<file path="src/rtl/fib_index_finder.sv">
// fib_index_finder: iterative search for the index of an unsigned value in
// the Fibonacci sequence. A query is accepted in IDLE, walked through the
// sequence one term per cycle in SEARCH, and held in DONE until taken.
module fib_index_finder #(
  parameter int WIDTH = 8
) (
  input  logic             clk,
  input  logic             rst_n,
  input  logic             in_valid,
  output logic             in_ready,
  input  logic [WIDTH-1:0] value,
  output logic             out_valid,
  input  logic             out_ready,
  output logic             is_fib,
  output logic [7:0]       index,
  output logic             busy
);

  typedef enum logic [1:0] {
    IDLE   = 2'd0,
    SEARCH = 2'd1,
    DONE   = 2'd2
  } state_t;

  state_t           state_reg, state_next;
  logic [WIDTH-1:0] val_reg, val_next;
  // One extra bit so the first term above the largest input does not wrap.
  logic [WIDTH:0]   a_reg, a_next;
  logic [WIDTH:0]   b_reg, b_next;
  logic [7:0]       k_reg, k_next;
  logic             is_fib_reg, is_fib_next;
  logic [7:0]       index_reg, index_next;

  logic [WIDTH:0]   val_ext;

  assign val_ext   = {1'b0, val_reg};
  assign in_ready  = (state_reg == IDLE);
  assign out_valid = (state_reg == DONE);
  assign busy      = (state_reg != IDLE);
  assign is_fib    = is_fib_reg;
  assign index     = index_reg;

  // State and datapath registers; reset abandons any query in flight.
  always_ff @(posedge clk or negedge rst_n) begin
    if (!rst_n) begin
      state_reg  <= IDLE;
      val_reg    <= '0;
      a_reg      <= '0;
      b_reg      <= {{WIDTH{1'b0}}, 1'b1};
      k_reg      <= 8'd0;
      is_fib_reg <= 1'b0;
      index_reg  <= 8'd0;
    end else begin
      state_reg  <= state_next;
      val_reg    <= val_next;
      a_reg      <= a_next;
      b_reg      <= b_next;
      k_reg      <= k_next;
      is_fib_reg <= is_fib_next;
      index_reg  <= index_next;
    end
  end

  // Next-state logic: accept, step the sequence until a >= value, then hand off.
  always_comb begin
    state_next  = state_reg;
    val_next    = val_reg;
    a_next      = a_reg;
    b_next      = b_reg;
    k_next      = k_reg;
    is_fib_next = is_fib_reg;
    index_next  = index_reg;
    case (state_reg)
      IDLE: begin
        if (in_valid) begin
          val_next   = value;
          a_next     = '0;
          b_next     = {{WIDTH{1'b0}}, 1'b1};
          k_next     = 8'd0;
          state_next = SEARCH;
        end
      end
      SEARCH: begin
        if (a_reg == val_ext) begin
          is_fib_next = 1'b1;
          index_next  = k_reg;
          state_next  = DONE;
        end else if (a_reg > val_ext) begin
          is_fib_next = 1'b0;
          index_next  = k_reg;
          state_next  = DONE;
        end else begin
          // b may wrap on the final step, but it is never used after that.
          a_next = b_reg;
          b_next = a_reg + b_reg;
          k_next = k_reg + 8'd1;
        end
      end
      DONE: begin
        if (out_ready) begin
          state_next = IDLE;
        end
      end
      default: begin
        state_next = IDLE;
      end
    endcase
  end

endmodule

</file>
<file path="config.mk">
export PLATFORM = sky130hd
export DESIGN_NAME = fib_index_finder
export DESIGN_NICKNAME = d
export VERILOG_FILES = /design/src/rtl/fib_index_finder.sv
export SDC_FILE = /design/constraint.sdc
export NUM_CORES = 1
export LEC_CHECK = 0
export ABC_CLOCK_PERIOD_IN_PS = 2740
export BUFFER_PORTS_ARGS = -buffer_cell sky130_fd_sc_hd__buf_2
export CAP_MARGIN = 10
export CORE_ASPECT_RATIO = 0.5
export CORE_UTILIZATION = 55
export CTS_CLUSTER_DIAMETER = 60
export DETAILED_ROUTE_END_ITERATION = 10
export GPL_ROUTABILITY_DRIVEN = 0
export HOLD_SLACK_MARGIN = 0.05
export PLACE_DENSITY = 0.81
export SLEW_MARGIN = 20
export SYNTH_ARGS = -nofsm -noshare
export SYNTH_HDL_FRONTEND = slang
export SYNTH_SLANG_ARGS = --single-unit
</file>
<file path="constraint.sdc">
create_clock -name clk -period 2.74 [get_ports clk]
set_input_delay 0.274 -clock clk [delete_from_list [all_inputs] [get_ports clk]]
set_output_delay 0.274 -clock clk [all_outputs]
set_load 0.01 [all_outputs]
</file>
==> results.py, run 1 <==
metrics = {
    "status": {
        "status": "finished clean",
    },
    "global_route": {
        "track_usage_pct": 23.7,
        "grt_overflow": 0,
        "antenna_found_initial": 0,
        "grt_max_degree": 46,
        "grt_pass1_wl_mm": 8.35,
        "grt_pass1_vias": 1882,
    },
    "sta": {
        "slew_viol_final": 0,
        "tns_ns": 0,
        "setup_viol": 0,
        "setup_ws_ns": 0.365,
        "min_period_ns": 2.37,
        "final.period_utilization_pct": 86.7,
        "rsz0062_at_grt": "no",
        "worst_pin_slew_ns": 0.946,
        "hold_viol_final": 0,
        "relSlewSlack_pct": 36.8,
        "fmaxAchievable_mhz": 421,
        "skew_ns": 0.00768,
    },
    "worst_hold_path": {
        "hold_end": "state_reg[1]",
        "hold_start": "out_ready",
        "min_path_cells": 2,
        "hold_class": "in -> reg",
    },
    "layout": {
        "multi_input_area_um2": 1170,
        "postLayoutCoreUtil_pct": 67.6,
        "syn2layout_area_growth_pct": 14.1,
        "final-seq-area_um2": 1130,
        "design_area_um2": 2740,
        "n_antenna_cell": 0,
        "final_nets": 292,
        "fillers": 299,
        "drive_gt1_share_pct": 22.1,
    },
    "setup_path": {
        "rr_endpoint": "b_reg[1]",
        "reg2reg_from": "a_reg[6]",
        "rrSetupSlack_ns": 0.37,
        "worstPathRequired_ns": 2.91,
        "critical_path_arrival_ns": 2.55,
        "crit_type": "reg -> reg",
        "startpoint_type": "flop",
        "r2r_cells": 7,
        "cp-end-kind": "flop",
        "crit_fanout": 10,
    },
    "floorplanning": {
        "die_area_um2": 4640,
        "num_rows": 16,
        "dieWidth_um": 95.4,
        "die_h_um": 48.7,
        "ioPinCount": 24,
        "start_util_pct": 59.3,
        "core_um2": 4040,
    },
    "pwr": {
        "fin_total_pwr_w": 0.00319,
        "cellLeakagePower_nw": 1.34,
        "powerDensity_nw_per_um2": 1170,
        "vdd_drop_max_mv": 0.449,
    },
    "job": {
        "drv_cap": 0,
    },
    "route": {
        "first_pass_iters": 5,
        "wire_per_inst_um": 15.4,
        "drc": 0,
        "detail-route-antenna-nets": 0,
        "vias": 1841,
        "finalWirelength_mm": 4.90,
        "routed_via_density": 5.81,
        "dr.first_iter.drc_count": 61,
    },
    "synth": {
        "async_flop_share_pct": 100,
        "synth_cell_types": 41,
        "synth_flop_cell": "dfrtp_1",
        "yosysWarnings": 0,
        "ys_seq_area_share_pct": 47.0,
        "synth_edf_count": 0,
        "netlist_area_um2": 2400,
        "syn_area_per_cell_um2": 10.3,
        "syn-num-nets": 262,
        "synth_seq_cells": 45,
        "syn-instance-count": 232,
    },
    "placed_design": {
        "dp_hpwl_mm": 3.39,
        "post-place-ws_ns": 0.438,
        "port_buffers": 23,
        "post_dp_cell_area_um2": 2580,
    },
    "cts": {
        "cts_root_buffer": "clkbuf_8",
        "clk_path_buf_depth": 2,
        "postCtsResizedCells": 0,
        "clk_pin_slew_ns": 0.09,
        "clkLatencyLatePin_ns": 0.31,
        "h-tree-depth": 2,
        "numCtsBuffers": 5,
        "cts_tree": "done",
        "cts.sinks": 45,
    },
}
[placed cells by master, fill, tap and decap left out, types with 2 or more instances in the layout]
| cell | n |
|---|---|
| dfrtp_1 | 44 |
| nand2_1 | 30 |
| o21ai_0 | 24 |
| buf_2 | 23 |
| ha_1 | 17 |
| inv_1 | 16 |
| mux2_2 | 16 |
| nand3_1 | 13 |
| nor2_1 | 7 |
| xnor2_1 | 6 |
| clkbuf_8 | 6 |
| buf_4 | 6 |
| nand2b_1 | 5 |
| a21oi_1 | 5 |
| mux2i_1 | 4 |
| nor2b_1 | 3 |
| nand4_1 | 3 |
| a21o_1 | 3 |
| a31oi_1 | 3 |
| a221oi_1 | 2 |
| o211ai_1 | 2 |
| o21a_1 | 2 |
[through the flow]
stage / hold slack (ns) / cells
2_1_floorplan: -0.0216 / 232
3_3_place_gp: 0.466 / 307
3_5_place_dp: 0.481 / 307
4_1_cts: 0.158 / 315
5_1_grt: 0.170 / 317
6_report: 0.161 / 317
[routing by layer]
metal	track usage, %	share of wire, %
met1	29.8	43
met2	39.4	51
met3	5.97	5.3
met4	8.59	1.2
met5	0	0
[final cells by class]
class	instances	share of cell area, %
Clock buffer	6	3.02
Clock inverter	2	1.37
Inverter	16	2.20
Multi-Input combinational cell	163	42.8
Sequential cell	45	41.2
Tap cell	54	2.47
Timing Repair Buffer	31	6.95
[worst max path at each step]
stage | from | to | cells past startpoint
6_report | a_reg[6] | b_reg[1] | 7
5_1_grt | a_reg[4] | b_reg[1] | 7
3_5_place_dp | a_reg[6] | b_reg[6] | 6
2_1_floorplan | a_reg[7] | index[0] | 6
4_1_cts | a_reg[6] | b_reg[1] | 7
3_3_place_gp | a_reg[6] | b_reg[6] | 6
[power breakdown]
| group | switching [W] | leakage (nW) | internal (W) | total [W] |
|---|---|---|---|---|
| logic | 0.000855 | 0.695 | 0.000673 | 0.00153 |
| registers | 0.000206 | 0.585 | 0.000922 | 0.00113 |
| clock network | 0.000241 | 0.0574 | 0.000297 | 0.000538 |
| total | 0.00130 | 1.34 | 0.00189 | 0.00319 |
[worst max-delay path, stage by stage, from the launching register on]
cell	delay, ns
dfrtp_1	0.41
ha_1	0.33
a21o_1	0.20
a2111oi_4	0.41
o211ai_1	0.36
buf_4	0.28
nand3_1	0.10
o21ai_0	0.14
[Yosys cell counts, types with 2 or more instances]
master | count | share of area, %
a21o_1 | 3 | 0.94
inv_1 | 16 | 2.5
o21a_1 | 2 | 0.63
nand3_1 | 13 | 2.7
nor2_1 | 7 | 1.1
dfrtp_1 | 44 | 46
o21ai_0 | 24 | 5.0
mux2_2 | 16 | 7.5
nor2b_1 | 3 | 0.78
a221oi_1 | 2 | 0.73
xnor2_1 | 6 | 2.2
buf_2 | 2 | 0.42
a31oi_1 | 3 | 0.78
a21oi_1 | 5 | 1.0
ha_1 | 17 | 8.9
mux2i_1 | 4 | 1.7
o211ai_1 | 2 | 0.63
nand2_1 | 30 | 4.7
clkbuf_1 | 5 | 0.78
nand4_1 | 3 | 0.78
nand2b_1 | 5 | 1.3
[timing repair]
item,in CTS,in global routing
hold buffers,0,1
hold endpoints to repair,0,10
setup buffers,0,0
setup endpoints to repair,0,0
[cell families (layout without fill, tap and decap cells)]
family	count (synthesis)	count (layout)	share of synthesized area, %
AOI/OAI and AO/OA	51	51	14.2
xor gates and xnor gates	7	7	2.56
adders and majority gates	18	18	9.71
buffers and inverters	24	55	4.18
DFF	45	45	47.0
muxes	20	20	9.19
and+or+nand+nor	67	67	13.1
No activity file was read; power rests on OpenSTA's default activity.
==> run 2: changes to the inputs <==
ABC_CLOCK_PERIOD_IN_PS = default   (was 2740)
BUFFER_PORTS_ARGS = default   (was -buffer_cell sky130_fd_sc_hd__buf_2)
DONT_BUFFER_PORTS = 1   (was default)
PLACE_DENSITY = 0.76   (was 0.81)
==> results.py, run 2 (same netlist as run 1, synthesis figures left out) <==
metrics = {
    "pwr": {
        "cellLeakagePower_nw": 1.23,
        "vdd_drop_max_mv": 0.415,
        "powerDensity_nw_per_um2": 1160,
    },
    "sta": {
        "hold_viol_final": 0,
        "rsz0062_at_grt": "no",
        "slew_viol_final": 0,
        "setup_viol": 0,
        "skew_ns": 0.00684,
        "tns_ns": 0,
        "worst_pin_slew_ns": 0.720,
        "holdWs_ns": 0.0679,
        "min_period_ns": 2.42,
        "final.period_utilization_pct": 88.3,
        "setup_ws_ns": 0.322,
        "fmaxAchievable_mhz": 414,
        "relSlewSlack_pct": 51.8,
    },
    "route": {
        "finalWirelength_mm": 4.69,
        "drc": 0,
        "vias": 1736,
        "wire_per_inst_um": 16.0,
        "routed_via_density": 5.90,
        "first_pass_iters": 5,
        "detail-route-antenna-nets": 0,
        "dr.first_iter.drc_count": 67,
    },
    "global_route": {
        "track_usage_pct": 23.2,
        "grt_max_degree": 46,
        "met1_usage_pct": 31.2,
        "grt_pass1_vias": 1731,
        "antenna_found_initial": 0,
        "grt_overflow": 0,
        "grt_util_met3_pct": 5.66,
        "use_met2_pct": 37.4,
        "busiest_layer": "met2",
        "grt_pass1_wl_mm": 8.14,
    },
    "layout": {
        "syn2layout_area_growth_pct": 8.40,
        "n_antenna_cell": 0,
        "postLayoutCoreUtil_pct": 64.3,
        "final_common_cell": "dfrtp_1",
        "fillers": 313,
        "drive_gt1_share_pct": 14.6,
        "final_nets": 269,
        "design_area_um2": 2600,
        "mostFrequentLayoutCells": "dfrtp_1, nand2_1, o21ai_0",
    },
    "floorplanning": {
        "die_h_um": 48.7,
        "die_area_um2": 4640,
        "num_rows": 16,
        "core_um2": 4040,
        "start_util_pct": 59.3,
        "dieWidth_um": 95.4,
        "ioPinCount": 24,
    },
    "placed_design": {
        "post-place-ws_ns": 0.360,
        "dp_hpwl_mm": 3.28,
        "port_buffers": 0,
        "post_dp_cell_area_um2": 2470,
    },
    "setup_path": {
        "cp-end-kind": "flop",
        "critical_path_arrival_ns": 2.64,
        "crit_type": "reg -> reg",
        "startpoint_type": "flop",
        "reg2reg_from": "a_reg[3]",
        "crit_fanout": 14,
        "worstPathRequired_ns": 2.96,
        "critPathLaunch": "a_reg[3]",
    },
    "worst_hold_path": {
        "hold_start": "out_ready",
        "hold_class": "in -> reg",
    },
    "cts": {
        "numCtsBuffers": 5,
        "cts_root_buffer": "clkbuf_8",
        "clk_pin_slew_ns": 0.09,
        "h-tree-depth": 2,
        "clk_path_buf_depth": 2,
        "clkLatencyLatePin_ns": 0.30,
        "cts.sinks": 45,
        "cts_tree": "done",
    },
    "job": {
        "drv_cap": 0,
    },
    "status": {
        "status": "finished clean",
    },
}
run 2: cell types whose count changed in the layout (fill, tap and decap cells not counted), sizes merged:
cell,previous run,this run
buf,30,7
bufinv,1,0
clkbuf,6,5
clkinv,0,3
clkinvlp,1,0
run 2: power by group:
group | leakage [nW] | switching [W] | internal (W) | total, W
sequential | 0.585 | 0.000237 | 0.000922 | 0.00116
clock | 0.0481 | 0.000238 | 0.000181 | 0.000420
combinational | 0.596 | 0.000796 | 0.000633 | 0.00143
run 2: worst paths after layout:
check                                to  slack, ns  cells past startpoint
hold / removal             state_reg[1]       0.07                      1
min in group asynchronous      a_reg[4]       0.51                      2
hold reg to reg              val_reg[1]       0.51                      1
max in group asynchronous      b_reg[0]       1.97                      2
setup reg to reg               b_reg[0]       0.32                      7
setup / recovery               b_reg[0]       0.32                      7
run 2: worst max-delay path: stages, from the launching register on:
cell      delay (ns)
dfrtp_1         0.41
ha_1            0.32
and3_1          0.22
a221oi_1        0.42
o211a_1         0.47
buf_4           0.23
mux2i_1         0.20
nand2_1         0.07
run 2: layout make-up:
type	count	area (um2)	share of cell area [%]
clock inverters	3	22.5	0.867
flip-flops and latches	45	1130	43.4
clock buffers	5	68.8	2.65
repair buffers	8	82.6	3.18
inverters	16	60.1	2.31
multi-input cells	163	1170	45.0
well taps	54	67.6	2.60
run 2: stage by stage:
stage / power, W / cells
floorplan: 0.00221 / 232
global placement: 0.00249 / 284
detailed placement: 0.00257 / 284
CTS: 0.00301 / 294
global route: 0.00326 / 294
finish: 0.00301 / 294
run 2: metal layers:
layer  wire length [um]  share of wire (%)
met5                  0                  0
met4                 34               0.72
met3                206                4.4
met2               2300                 49
met1               2150                 46
run 2: repair_timing:
action	in CTS	in global routing
hold buffers	2	0
resized for setup	0	0
endpoints found under the hold margin	45	0
setup buffers	0	0
